==> src/rtl/sram_serial_bridge.sv <==
// Serial command bridge to a synchronous SRAM: header (op, addr, len), then write or read bursts.
// Latency: header HDR_WIDTH cycles; DATA_WIDTH+1 cycles per written word, DATA_WIDTH+2 per read word.
// No backpressure: LOAD_N paces the transaction, and raising it early aborts back to IDLE.
module sram_serial_bridge #(
    parameter int DATA_WIDTH = 8,
    parameter int ADDR_WIDTH = 9,
    parameter int LEN_WIDTH  = 4
) (
    input  logic                  CLK,
    input  logic                  RST,
    input  logic                  LOAD_N,
    input  logic                  SI,
    input  logic [DATA_WIDTH-1:0] PI,
    output logic                  RDY,
    output logic                  BUSY,
    output logic                  CEN,
    output logic                  WE,
    output logic [ADDR_WIDTH-1:0] A,
    output logic [DATA_WIDTH-1:0] PO,
    output logic                  SO,
    output logic                  SO_VLD
);

    localparam int HDR_WIDTH = 1 + ADDR_WIDTH + LEN_WIDTH;
    localparam int CNT_MAX   = (HDR_WIDTH > DATA_WIDTH) ? HDR_WIDTH : DATA_WIDTH;
    localparam int CNT_W     = $clog2(CNT_MAX);

    typedef enum logic [2:0] {
        IDLE, HDR, WDAT, WR, RREQ, RCAP, RSHF, DONE
    } state_t;

    state_t                  state;
    logic [HDR_WIDTH-2:0]    hdr_sr;
    logic [HDR_WIDTH-1:0]    hdr_nxt;
    logic [CNT_W-1:0]        bit_cnt;
    logic [ADDR_WIDTH-1:0]   addr;
    logic [LEN_WIDTH-1:0]    wcnt;
    logic [DATA_WIDTH-1:0]   data_sr;
    logic                    last_word;
    logic                    bit_last;
    logic                    abort;

    // Full header including the bit arriving this cycle, so decode happens on the last edge.
    assign hdr_nxt   = {SI, hdr_sr};
    assign last_word = (wcnt == '0);
    assign bit_last  = (bit_cnt == '0);
    assign abort     = LOAD_N && (state != IDLE) && (state != DONE);

    always_ff @(posedge CLK or posedge RST) begin
        if (RST) begin
            state   <= IDLE;
            hdr_sr  <= '0;
            bit_cnt <= '0;
            addr    <= '0;
            wcnt    <= '0;
            data_sr <= '0;
        end else if (abort) begin
            state <= IDLE;
        end else begin
            case (state)
                IDLE: begin
                    if (!LOAD_N) begin
                        state   <= HDR;
                        bit_cnt <= CNT_W'(HDR_WIDTH - 1);
                    end
                end
                HDR: begin
                    hdr_sr <= hdr_nxt[HDR_WIDTH-1:1];
                    if (bit_last) begin
                        addr    <= hdr_nxt[ADDR_WIDTH:1];
                        wcnt    <= hdr_nxt[HDR_WIDTH-1:ADDR_WIDTH+1];
                        bit_cnt <= CNT_W'(DATA_WIDTH - 1);
                        state   <= hdr_nxt[0] ? RREQ : WDAT;
                    end else begin
                        bit_cnt <= bit_cnt - 1'b1;
                    end
                end
                WDAT: begin
                    data_sr <= {SI, data_sr[DATA_WIDTH-1:1]};
                    if (bit_last) begin
                        state <= WR;
                    end else begin
                        bit_cnt <= bit_cnt - 1'b1;
                    end
                end
                WR: begin
                    if (last_word) begin
                        state <= DONE;
                    end else begin
                        addr    <= addr + 1'b1;
                        wcnt    <= wcnt - 1'b1;
                        bit_cnt <= CNT_W'(DATA_WIDTH - 1);
                        state   <= WDAT;
                    end
                end
                RREQ: state <= RCAP;
                RCAP: begin
                    data_sr <= PI;
                    bit_cnt <= CNT_W'(DATA_WIDTH - 1);
                    state   <= RSHF;
                end
                RSHF: begin
                    data_sr <= data_sr >> 1;
                    if (!bit_last) begin
                        bit_cnt <= bit_cnt - 1'b1;
                    end else if (last_word) begin
                        state <= DONE;
                    end else begin
                        addr  <= addr + 1'b1;
                        wcnt  <= wcnt - 1'b1;
                        state <= RREQ;
                    end
                end
                DONE: begin
                    if (LOAD_N) begin
                        state <= IDLE;
                    end
                end
                default: state <= IDLE;
            endcase
        end
    end

    // Outputs decode only registered state, so no input-to-output combinational paths.
    assign RDY    = (state == DONE);
    assign BUSY   = (state != IDLE) && (state != DONE);
    assign CEN    = (state == WR) || (state == RREQ);
    assign WE     = (state == WR);
    assign A      = CEN ? addr : '0;
    assign PO     = WE ? data_sr : '0;
    assign SO_VLD = (state == RSHF);
    assign SO     = SO_VLD ? data_sr[0] : 1'b0;

endmodule

==> config.mk <==
export PLATFORM = sky130hd
export DESIGN_NAME = sram_serial_bridge
export DESIGN_NICKNAME = d
export VERILOG_FILES = /design/src/rtl/sram_serial_bridge.sv
export SDC_FILE = /design/constraint.sdc
export NUM_CORES = 1
export LEC_CHECK = 0
export ABC_AREA = 1
export CAP_MARGIN = 15
export CELL_PAD_IN_SITES_DETAIL_PLACEMENT = 1
export CELL_PAD_IN_SITES_GLOBAL_PLACEMENT = 1
export CORE_MARGIN = 2
export CORE_UTILIZATION = 41
export CTS_BUF_LIST = sky130_fd_sc_hd__clkbuf_8
export CTS_CLUSTER_SIZE = 12
export DETAILED_ROUTE_END_ITERATION = 8
export GPL_TIMING_DRIVEN = 0
export PLACE_DENSITY_LB_ADDON = 0.12
export SETUP_SLACK_MARGIN = 0.4
export SLEW_MARGIN = 20
export SYNTH_ARGS = -nofsm -noshare
export SYNTH_HDL_FRONTEND = slang
export SYNTH_SLANG_ARGS = --single-unit
==> constraint.sdc <==
create_clock -name CLK -period 1.79 [get_ports CLK]
set_input_delay 0.4475 -clock CLK [delete_from_list [all_inputs] [get_ports CLK]]
set_output_delay 0.4475 -clock CLK [all_outputs]
set_load 0.02 [all_outputs]
After elaboration in Yosys (flattened, before gate mapping):

Cells that the tools add are included.

* flip-flop bits (word level): 41
* logic and storage cells: 72

* reductions and logical operators: 17
* bitwise gates (word level): 1
* eq/ne operators: 18
* add/sub/neg operators: 3
* muxes and demuxes: 27

Operators by type and width (count)
* $mux W9: 4
* $mux W4: 7
* $pmux W9 S3: 1
* $mux W3: 8
* $pmux W3 S8: 1
* $pmux W8 S3: 1
* $pmux W4 S5: 1
* $eq A3 B3 Y1 const B: 4
* $ne A3 B3 Y1 const B: 4
* $pmux W4 S3: 1
* $reduce_and A5 Y1: 2
* $add A9 B1 Y9 const B: 1
* $reduce_bool A3 Y1: 3
* $logic_not A4 Y1: 2
* $mux W8: 1
* $ne A2 B2 Y1 const B: 4
* $sub A4 B1 Y4 const B: 2
* $eq A3 B2 Y1 const B: 2
* $reduce_bool A5 Y1: 1
* $reduce_and A2 Y1: 2
* $reduce_and A4 Y1: 1
* $eq A3 B1 Y1 const B: 1
* $logic_and A1 B1 Y1: 3
* $logic_not A3 Y1: 1
* other kinds (8): 8

Logic depth before layout (Yosys ltp):

Gate-level depths: netlist (run 1).

* word-level depth: 5
* depth in mapped cells: 11
* depth with buffers taken out: 10

Worst setup path after synthesis (run 1):

Ideal clock, no wire load.

* path kind: reg2out
* from: reg state[2]
* to: out A[0]
* setup slack: -73 ps
* arrival: 1415 ps
* data required time: 1342 ps
* buffers on the path: 1
* stages on the path, launching flop included: 5
* cell sequence: dfrtp_1 buf_4 nor2_1 a21oi_2 nor2_1

* longest elaborated chain between the ends: 3
* elaborated cells between the ends (all ways): 4
* those cells by class: eq/ne: 2; mux: 1; reduce/logical: 1

Ends and longest elaborated chain
* start, declared: line 32 `state_t state;`
* start signal, assigned: line 73 `state <= hdr_nxt[0] ? RREQ : WDAT;`
* $eq A3 B2 Y1
* via WE: line 17 `output logic WE,`
* $logic_or A1 B1 Y1: line 127 `assign CEN = (state == WR) || (state == RREQ);`
* $mux W9: line 129 `assign A = CEN ? addr : '0;`
* end, declared: line 18 `output logic [ADDR_WIDTH-1:0] A,`

The timed path passes the listed nets, and every way through them passes these cells.

Worst setup path after layout (run 1):

* from: reg state[1]
* to: out A[7]

* longest elaborated chain between the ends: 3
* elaborated cells between the ends (all ways): 4
* those cells by class: eq/ne: 2; mux: 1; reduce/logical: 1

Ends and longest elaborated chain (line)
* $eq A3 B2 Y1 or $eq A3 B3 Y1 (tied branches): 127
* $logic_or A1 B1 Y1 *: 127
* $mux W9 *: 129

Mark *: on every way between the ends. The rest lies on a longest branch, timed or not.

==> results of run 1 <==
## worst min-delay path by stage
stage | slack, ns | endpoint | depth (start not counted)
2_1_floorplan | 0.43 | addr[0] | 1
5_1_grt | 0.53 | hdr_sr[4] | 2
6_report | 0.53 | hdr_sr[4] | 2
3_5_place_dp | 0.46 | wcnt[2] | 2
3_3_place_gp | 0.46 | wcnt[0] | 2
4_1_cts | 0.49 | wcnt[2] | 2
## power by group
| part | switching (mW) | leakage, nW | internal (mW) |
|---|---|---|---|
| Sequential | 0.446 | 0.517 | 1.34 |
| Combinational | 3.59 | 1.64 | 2.41 |
| Clock | 0.420 | 0.0445 | 0.279 |
## metrics by stage
step           instances  util, %
2_1_floorplan        387        -
5_1_grt              569     70.9
4_1_cts              553     63.1
6_report             569     70.9
3_3_place_gp         498     50.5
3_5_place_dp         498     50.5
## layout make-up
| class | instances | area (sq um) |
|---|---|---|
| buffer | 12 | 148 |
| clock buffer | 5 | 68.8 |
| clock inverter | 3 | 21.3 |
| fill | 714 | 1830 |
| inverter | 50 | 216 |
| multi-input combinational | 284 | 1840 |
| sequential | 41 | 1030 |
| tap | 77 | 96.3 |
| timing repair buffer | 97 | 1030 |
## repair_timing
action	CTS	global route
gates cloned	7	0
pin swaps	16	24
endpoints found under the setup margin	64	64
setup buffers	40	16
gates resized for setup	234	96
## cell usage in the layout (no fill, tap or decap), types with 9 or more instances in the layout
cell type and instances:
buf_6 60, nand2_1 117, nor2_4 24, o21ai_0 9, dfrtp_1 41, o21ai_2 18
clkdlybuf4s50_1 10, o21ai_1 9, nand2_4 19, nand2_2 21, buf_4 29, inv_1 37
nor2_1 11, nand3_1 22
## cell families (layout without fill, tap and decap cells)
kind of cell,count (synthesis),count (layout),synth area share [%]
AND/OR/NAND/NOR,236,236,38.8
buffers and inverters,62,167,11.3
AO/OA/AOI/OAI,44,44,9.20
flip-flops,41,41,38.9
adder cells (fa/ha/maj),3,3,1.42
XOR/XNOR,1,1,0.332
## worst reg2reg max path, delay by kind of cell, from the launching register on
kind / cells / cell delay (ns)
buffers and inverters: 5 / 0.85
and+or+nand+nor: 6 / 0.59
DFF: 1 / 0.40
## per-layer routing
metal	wire length (microns)	vias to the layer above	global-route usage [%]
met5	0	-	0
met4	792	0	19.4
met1	5640	1737	38.6
met3	1010	72	5.41
met2	7560	219	60.2
li1	-	1409	-
## flip-flops by register name (all words and copies together), names as in the netlist
register / cells
hdr_sr: 13
data_sr: 8
addr: 9
bit_cnt: 4
wcnt: 4
state: 3
## cell usage after synthesis, drive strengths merged
cell type | count | area [sq um]
ha | 3 | 37.5
dfrtp | 41 | 1030
nor2 | 41 | 176
o21ai | 36 | 180
a21oi | 5 | 40.0
or2 | 1 | 6.26
nand3 | 32 | 205
nand2 | 159 | 617
xnor2 | 1 | 8.76
buf | 12 | 109
o21bai | 2 | 15.0
o211ai | 1 | 7.51
inv | 50 | 190
nand4 | 3 | 18.8
==> flow_summary.ini, run 1 <==
[setup_path]
criticalPathCategory = flip-flop to output pin
critical-path-top-delay-family = buffers and inverters
worst-path-max-fanout = 10
crit_required_ns = 1.34
worstSetupStartpoint = state[1]
endpoint = A[7]
r2r_slack_ns = -0.16
startpoint_type = flip-flop
cp_cell_sequence = buf_6 -> nor2_4 -> a21oi_4 -> buf_12 -> nor2_2 -> buf_6
r2r_end = addr[5]
crit_path_frequent_cell = buf_6
cp.depth = 6
worst_path_max_delay_cell = dfrtp_1
critPathArrivalTime_ns = 1.57
r2r_start = state[1]
rr_worst_depth = 11
crit_buf_inv = 3
max_stage_delay_ns = 0.40
crit_path_end_kind = output pin

[drt]
via_per_inst = 6.04
drc = 0
first_iter_violations = 324
drt_first_pass_iters = 5
via_count = 3437
routed_wl_mm = 15.0
detail_route.wl_per_cell_microns = 26.4
antenna_left = 0

[timing]
timing.hold.ws_ns = 0.526
finalCritPeriodShare_pct = 113
min_period_ns = 2.02
rsz0062_at_grt = true
setup_viol_count_final = 44
max_freq_mhz = 496
maxSlewHeadroom_pct = 34.8
hold_violations = 0
slew_violations = 0
fin_ws_ns = -0.226
worstMarginPinSlew_ns = 0.975
fin_setup_tns_ns = -4.73
finalClockSkew_ns = 0.00642

[floorplanning]
fp.dieArea_sq_um = 7090
rows = 29
die_w_microns = 84.2
core_area_sq_um = 6280
fp.dieH_microns = 84.2
initial_core_util_pct = 42.0
io_pins = 35

[clock_network]
cts_made_buffers = 5
cts_tree = built
clk_latency_ns = 0.32
htree_levels = 2
path_clk_slew_ns = 0.10
cts_sinks = 41
cts_buffer_depth = 2
hold_buffers = 0
root_buffer = clkbuf_8

[layout]
design_area_sq_um = 4450
layout-drive-gt1-share_pct = 46.3
num-nets-final = 506
diodes = 0
area_growth_pct = 68.7

[synthesis]
synth_area_sq_um = 2640
ys_ff_latch = 41
syn_nets = 402
yosysWarnings = 0
ys_seq_area_share_pct = 38.9
synth.avg_cell_area_sq_um = 6.82
synth_cell_types = 26
synthCells = 387

[min_path]
hp-class = flip-flop to flip-flop
hp-start = hdr_sr[4]

[grt]
overflow = 0
antenna_found_initial = 0
track_usage_pct = 34.0
grt_pass1_vias = 3517
grt_pass1_wl_mm = 18.6
grt_start_max_net_pins = 42

[job]
cap_violations = 0

[power]
max-vdd-ir-drop_uv = 1180
leakagePower_nw = 2.20
p_total_mw = 8.49
powerDensity_nw_per_um2 = 1910

[place]
hpwl_mm = 5.46
pre_cts_ws_ns = -0.370
port_buffers = 34
place_area_sq_um = 3170
finalWeightedCongestion = 0.774

[run_status]
status = finished, violations left
failed_checks = negative setup slack
(Power assumes the default switching activity.)
==> inputs of run 2 (changes only) <==
--- a/config.mk
+++ b/config.mk
@@ -10,7 +10,7 @@
 export CELL_PAD_IN_SITES_DETAIL_PLACEMENT = 1
 export CELL_PAD_IN_SITES_GLOBAL_PLACEMENT = 1
 export CORE_MARGIN = 2
-export CORE_UTILIZATION = 41
+export CORE_UTILIZATION = 37
 export CTS_BUF_LIST = sky130_fd_sc_hd__clkbuf_8
 export CTS_CLUSTER_SIZE = 12
 export DETAILED_ROUTE_END_ITERATION = 8
==> constraint.sdc (replaced) <==
create_clock -name CLK -period 1.8 [get_ports CLK]
set_input_delay 0.45 -clock CLK [delete_from_list [all_inputs] [get_ports CLK]]
set_output_delay 0.45 -clock CLK [all_outputs]
set_load 0.1 [all_outputs]
==> run 2 against run 1 <==
  * Global-route usage decreased by 6.3 points
  * Hold slack got worse by 0.0091 ns
  * Die area increased by 10%
  * Critical endpoint is now A[6]
  * Core utilization increased by 1.8 points
  * Clock power decreased by 3.7%
  * Worst setup slack got worse by 0.079 ns
  * The run still ends with negative setup slack left
  * Largest cell class unchanged
  * Sequential share of layout area decreased by 2.4 points
==> flow_summary.ini, run 2 (synthesis results as in run 1) <==
[run_status]
status = finished, violations left
failed_checks = negative setup slack

[clock_network]
htree_levels = 2
path_clk_slew_ns = 0.09
cts_made_buffers = 5
clk_latency_ns = 0.31
cts_sinks = 41
cts_buffer_depth = 2
root_buffer = clkbuf_8
hold_buffers = 0
cts_tree = built

[place]
hpwl_mm = 5.49
finalWeightedCongestion = 0.815
port_buffers = 34

[timing]
setup_viol_count_final = 54
fin_ws_ns = -0.305
finalCritPeriodShare_pct = 117
maxSlewHeadroom_pct = 65.1
fin_setup_tns_ns = -9.06
finalClockSkew_ns = 0.0114
slew_violations = 0
max_freq_mhz = 475
hold_violations = 0
worstMarginPinSlew_ns = 0.522
rsz0062_at_grt = true
min_period_ns = 2.11

[power]
leakagePower_nw = 2.34
powerDensity_nw_per_um2 = 1920
max-vdd-ir-drop_uv = 1060

[grt]
antenna_found_initial = 0
grt_pass1_wl_mm = 16.4
grt_start_max_net_pins = 22
track_usage_pct = 27.7
overflow = 0
grt_pass1_vias = 3216

[setup_path]
criticalPathCategory = flip-flop to output pin
worstSetupStartpoint = state[2]
crit_required_ns = 1.35
critPathArrivalTime_ns = 1.66
worst-path-max-fanout = 4
crit_path_end_kind = output pin
r2r_start = state[2]
startpoint_type = flip-flop

[layout]
post-route-util_pct = 72.7
fill_cells = 730
layout-drive-gt1-share_pct = 53.4
final_cell_mix = nand2_1 (89), nand2_2 (43), dfrtp_1 (40)
diodes = 0
final_common_cell = nand2_1
num-nets-final = 504
top_register = hdr_sr
largestRegisters = hdr_sr (13), addr (9), data_sr (8)
largest_register_ffs = 13
area_growth_pct = 88.4

[job]
cap_violations = 0

[floorplanning]
fp.dieArea_sq_um = 7820
core_area_sq_um = 6830
initial_core_util_pct = 38.6
fp.dieH_microns = 88.4
rows = 30
die_w_microns = 88.4
io_pins = 35

[drt]
detail_route.wl_per_cell_microns = 25.8
via_per_inst = 5.76
via_count = 3371
routed_wl_mm = 15.1
drc = 0
first_iter_violations = 245
antenna_left = 0
drt_first_pass_iters = 5

[min_path]
hp-class = input pin to asynchronous set/reset pin
[run 2: cell count changes in the layout (fill, tap and decap cells not counted), moves of 4 or more]
| cell | delta |
|---|---|
| nand2_4 | +5 |
| buf_6 | -22 |
| buf_12 | +28 |
| nor2_2 | -4 |
| nand3_2 | +4 |
| nand2_2 | +22 |
| buf_4 | -13 |
| nand2_1 | -28 |
| nand3_1 | -5 |
[run 2: what timing repair did]
action / 4_1_cts / 5_1_grt
buffers inserted: 33 / 17
resized for setup: 307 / 130
setup endpoints to repair: 64 / 64
pin swaps: 27 / 39
gates cloned: 7 / 3
[run 2: layout make-up]
class                      instances  area, sq um  area share, %
inverter                          50          240           4.84
timing repair buffer              94         1310           26.3
buffer                            12          158           3.17
clock inverter                     1         7.51          0.151
clock buffer                       6         82.6           1.66
sequential                        41         1030           20.7
multi-input combinational        285         2030           40.8
tap                               96          120           2.42
[run 2: worst max-delay path: stages, from the launching register on]
cell and delay [ns]:
dfrtp_2 0.45, buf_12 0.15, nor2_4 0.15, buf_12 0.14, a21oi_4 0.04, buf_6 0.14, nor2_4 0.11, buf_12 0.18
[run 2: stage by stage]
stage	std cells	instance area [sq um]	hold WS [ns]	setup slack (ns)	total power, mW
after global routing	585	4970	0.561	-0.392	9.86
after CTS	565	4320	0.482	-0.320	7.52
after floorplan	387	2850	0.442	-0.540	4.61
final	585	4970	0.517	-0.305	9.52
after global placement	517	3310	0.456	-1.02	5.29
after detailed placement	518	3340	0.464	-1.05	5.44
[run 2: path summary, 6_finish.rpt]
path / end / slack (ns) / cells after the start
setup / recovery: A[6] / -0.31 / 7
hold / removal: data_sr[2] / 0.52 / 2
setup reg to reg: addr[6] / -0.31 / 13
hold reg to reg: hdr_sr[2] / 0.54 / 2
max in group asynchronous: state[2] / 0.76 / 3
min in group CLK: hdr_sr[2] / 0.54 / 2
[run 2: power by group]
part           leakage [nW]  switching, mW  internal, mW
logic                  1.78           4.37          2.71
registers             0.515          0.427          1.33
clock network        0.0433          0.368         0.304
[run 2: metal layers]
layer	routed length [microns]	part of all wire, %	global-route usage, %	vias to the layer above
met1	5600	37	31.7	1697
met2	7750	51	51.3	187
met5	0	0	0	-
met4	960	6.3	11.7	0
met3	813	5.4	3.92	74
li1	-	-	-	1413
==> inputs of run 3 (changes only) <==
--- a/config.mk
+++ b/config.mk
@@ -16,7 +16,6 @@
 export DETAILED_ROUTE_END_ITERATION = 8
 export GPL_TIMING_DRIVEN = 0
 export PLACE_DENSITY_LB_ADDON = 0.12
-export SETUP_SLACK_MARGIN = 0.4
 export SLEW_MARGIN = 20
 export SYNTH_ARGS = -nofsm -noshare
 export SYNTH_HDL_FRONTEND = slang
==> constraint.sdc (replaced) <==
create_clock -name CLK -period 1.8 [get_ports CLK]
set_input_delay 0.36 -clock CLK [delete_from_list [all_inputs] [get_ports CLK]]
set_output_delay 0.36 -clock CLK [all_outputs]
set_load 0.1 [all_outputs]
==> run 3 against run 2 <==
  * Largest cell class unchanged
  * Clock power fell by 3%
  * Via count down 18%
  * Highest routed layer unchanged
  * The flow still finishes with violations (negative setup slack)
  * Worst setup slack improved by 0.11 ns
  * Largest power group unchanged
  * Critical path type unchanged
==> flow_summary.ini, run 3 (synthesis results as in run 1) <==
[run_status]
status = finished, violations left
failed_checks = negative setup slack

[floorplanning]
fp.dieH_microns = 88.4
rows = 30
io_pins = 35
core_area_sq_um = 6830
die_w_microns = 88.4
fp.dieArea_sq_um = 7820
initial_core_util_pct = 38.6

[grt]
track_usage_pct = 21.5
grt_pass1_wl_mm = 13.0
antenna_found_initial = 0
overflow = 0
grt_start_max_net_pins = 22
grt_pass1_vias = 2751

[min_path]
hp-class = input pin to asynchronous set/reset pin

[power]
p_total_mw = 7.10
clkPwrFrac_pct = 9.2
leakagePower_nw = 1.97
p_sw_mw = 3.67
p_seq_share_pct = 22.7
p_int_mw = 3.43
max-vdd-ir-drop_uv = 1580
comb_power_share_pct = 68.1
p_sw_share_pct = 51.7
powerDensity_nw_per_um2 = 1770

[layout]
post-route-util_pct = 58.7
area_growth_pct = 52.0
largestRegisters = hdr_sr (13), addr (9), data_sr (8)
num-nets-final = 480
largest_register_ffs = 13
top_register = hdr_sr
layout-drive-gt1-share_pct = 29.0
diodes = 0
final_common_cell = nand2_1
final_cell_mix = nand2_1 (149), inv_1 (41), dfrtp_1 (41)

[drt]
drt_first_pass_iters = 4
via_per_inst = 4.90
drc = 0
via_count = 2753
routed_wl_mm = 8.74
first_iter_violations = 105
detail_route.wl_per_cell_microns = 15.5
antenna_left = 0

[clock_network]
root_buffer = clkbuf_8
cts_sinks = 41
htree_levels = 2
cts_tree = built
clk_latency_ns = 0.31
cts_made_buffers = 5
path_clk_slew_ns = 0.10
hold_buffers = 0
cts_buffer_depth = 2

[setup_path]
worst-path-max-fanout = 5
startpoint_type = flip-flop
critPathArrivalTime_ns = 1.64
crit_required_ns = 1.44
crit_path_end_kind = output pin
criticalPathCategory = flip-flop to output pin

[timing]
rsz0062_at_grt = true
setup_viol_count_final = 21
worstMarginPinSlew_ns = 0.540
timing.hold.ws_ns = 0.414
finalCritPeriodShare_pct = 111
min_period_ns = 2.00
max_freq_mhz = 500
maxSlewHeadroom_pct = 64.0
fin_ws_ns = -0.199
hold_violations = 0
finalClockSkew_ns = 0.0100
slew_violations = 0

[place]
finalWeightedCongestion = 0.781
hpwl_mm = 5.56
port_buffers = 34

[job]
cap_violations = 0
## run 3: changes by cell type in the layout (fill, tap and decap cells not counted), moves of 5 or more
cell	previous run	this run
nand2_4	24	5
buf_4	16	27
nand2_1	89	149
nand3_2	9	2
o21ai_2	21	1
o21ai_0	6	25
buf_8	5	0
nand2_2	43	5
buf_12	31	25
nand3_1	17	26
buf_6	38	14
## run 3: area by class of cell
class | instances | area [sq um]
buffer | 12 | 125
clock buffer | 5 | 68.8
clock inverter | 3 | 21.3
fill | 831 | 2820
inverter | 50 | 204
multi-input combinational | 284 | 1530
sequential | 41 | 1030
tap | 96 | 120
timing repair buffer | 71 | 918
## run 3: per-stage QoR
stage / instances / setup WS (ns) / instance area, sq um / setup TNS [ns]
5_1_grt: 562 / -0.247 / 4010 / -4.45
2_1_floorplan: 387 / -0.451 / 2810 / -4.36
6_report: 562 / -0.199 / 4010 / -2.78
3_5_place_dp: 518 / -0.986 / 3290 / -15.53
4_1_cts: 540 / -0.200 / 3660 / -1.72
3_3_place_gp: 517 / -0.959 / 3270 / -37.07
## run 3: worst max-delay path, cell delays in order, from the launching register on
cell,delay [ns]
dfrtp_1,0.39
buf_6,0.14
nor2_4,0.16
a21oi_4,0.08
buf_12,0.14
buf_6,0.11
nor2_4,0.12
buf_12,0.18
## run 3: power by group through the flow
stage / Sequential [mW] / Clock, mW / Combinational, mW
CTS: 1.60 / 0.662 / 4.19
detailed placement: 1.62 / 0 / 3.79
floorplan: 1.54 / 0 / 3.01
global placement: 1.60 / 0 / 3.67
global route: 1.65 / 0.718 / 5.25
finish: 1.61 / 0.652 / 4.83
## run 3: path summary, 6_finish.rpt
check                         start        to  slack, ns  cells past startpoint
setup / recovery           state[0]      A[8]      -0.20                      7
hold / removal                  RST  state[2]       0.41                      2
max in group asynchronous       RST   addr[7]       0.89                      3
hold reg to reg             wcnt[2]   wcnt[2]       0.48                      2
min in group CLK            wcnt[2]   wcnt[2]       0.48                      2
setup reg to reg           state[0]   addr[1]       0.03                     14
## run 3: metal layers
metal | wire [microns] | part of all wire [%] | GRT usage, %
met1 | 3650 | 42 | 25.4
met2 | 4740 | 54 | 41.4
met3 | 235 | 2.7 | 3.08
met4 | 112 | 1.3 | 3.86
met5 | 0 | 0 | 0
## run 3: timing repair
| action | in CTS | in global routing |
|---|---|---|
| pin swaps | 5 | 11 |
| endpoints found under the setup margin | 23 | 43 |
| gates resized for setup | 185 | 41 |
| gates cloned | 0 | 1 |
| setup buffers | 14 | 22 |
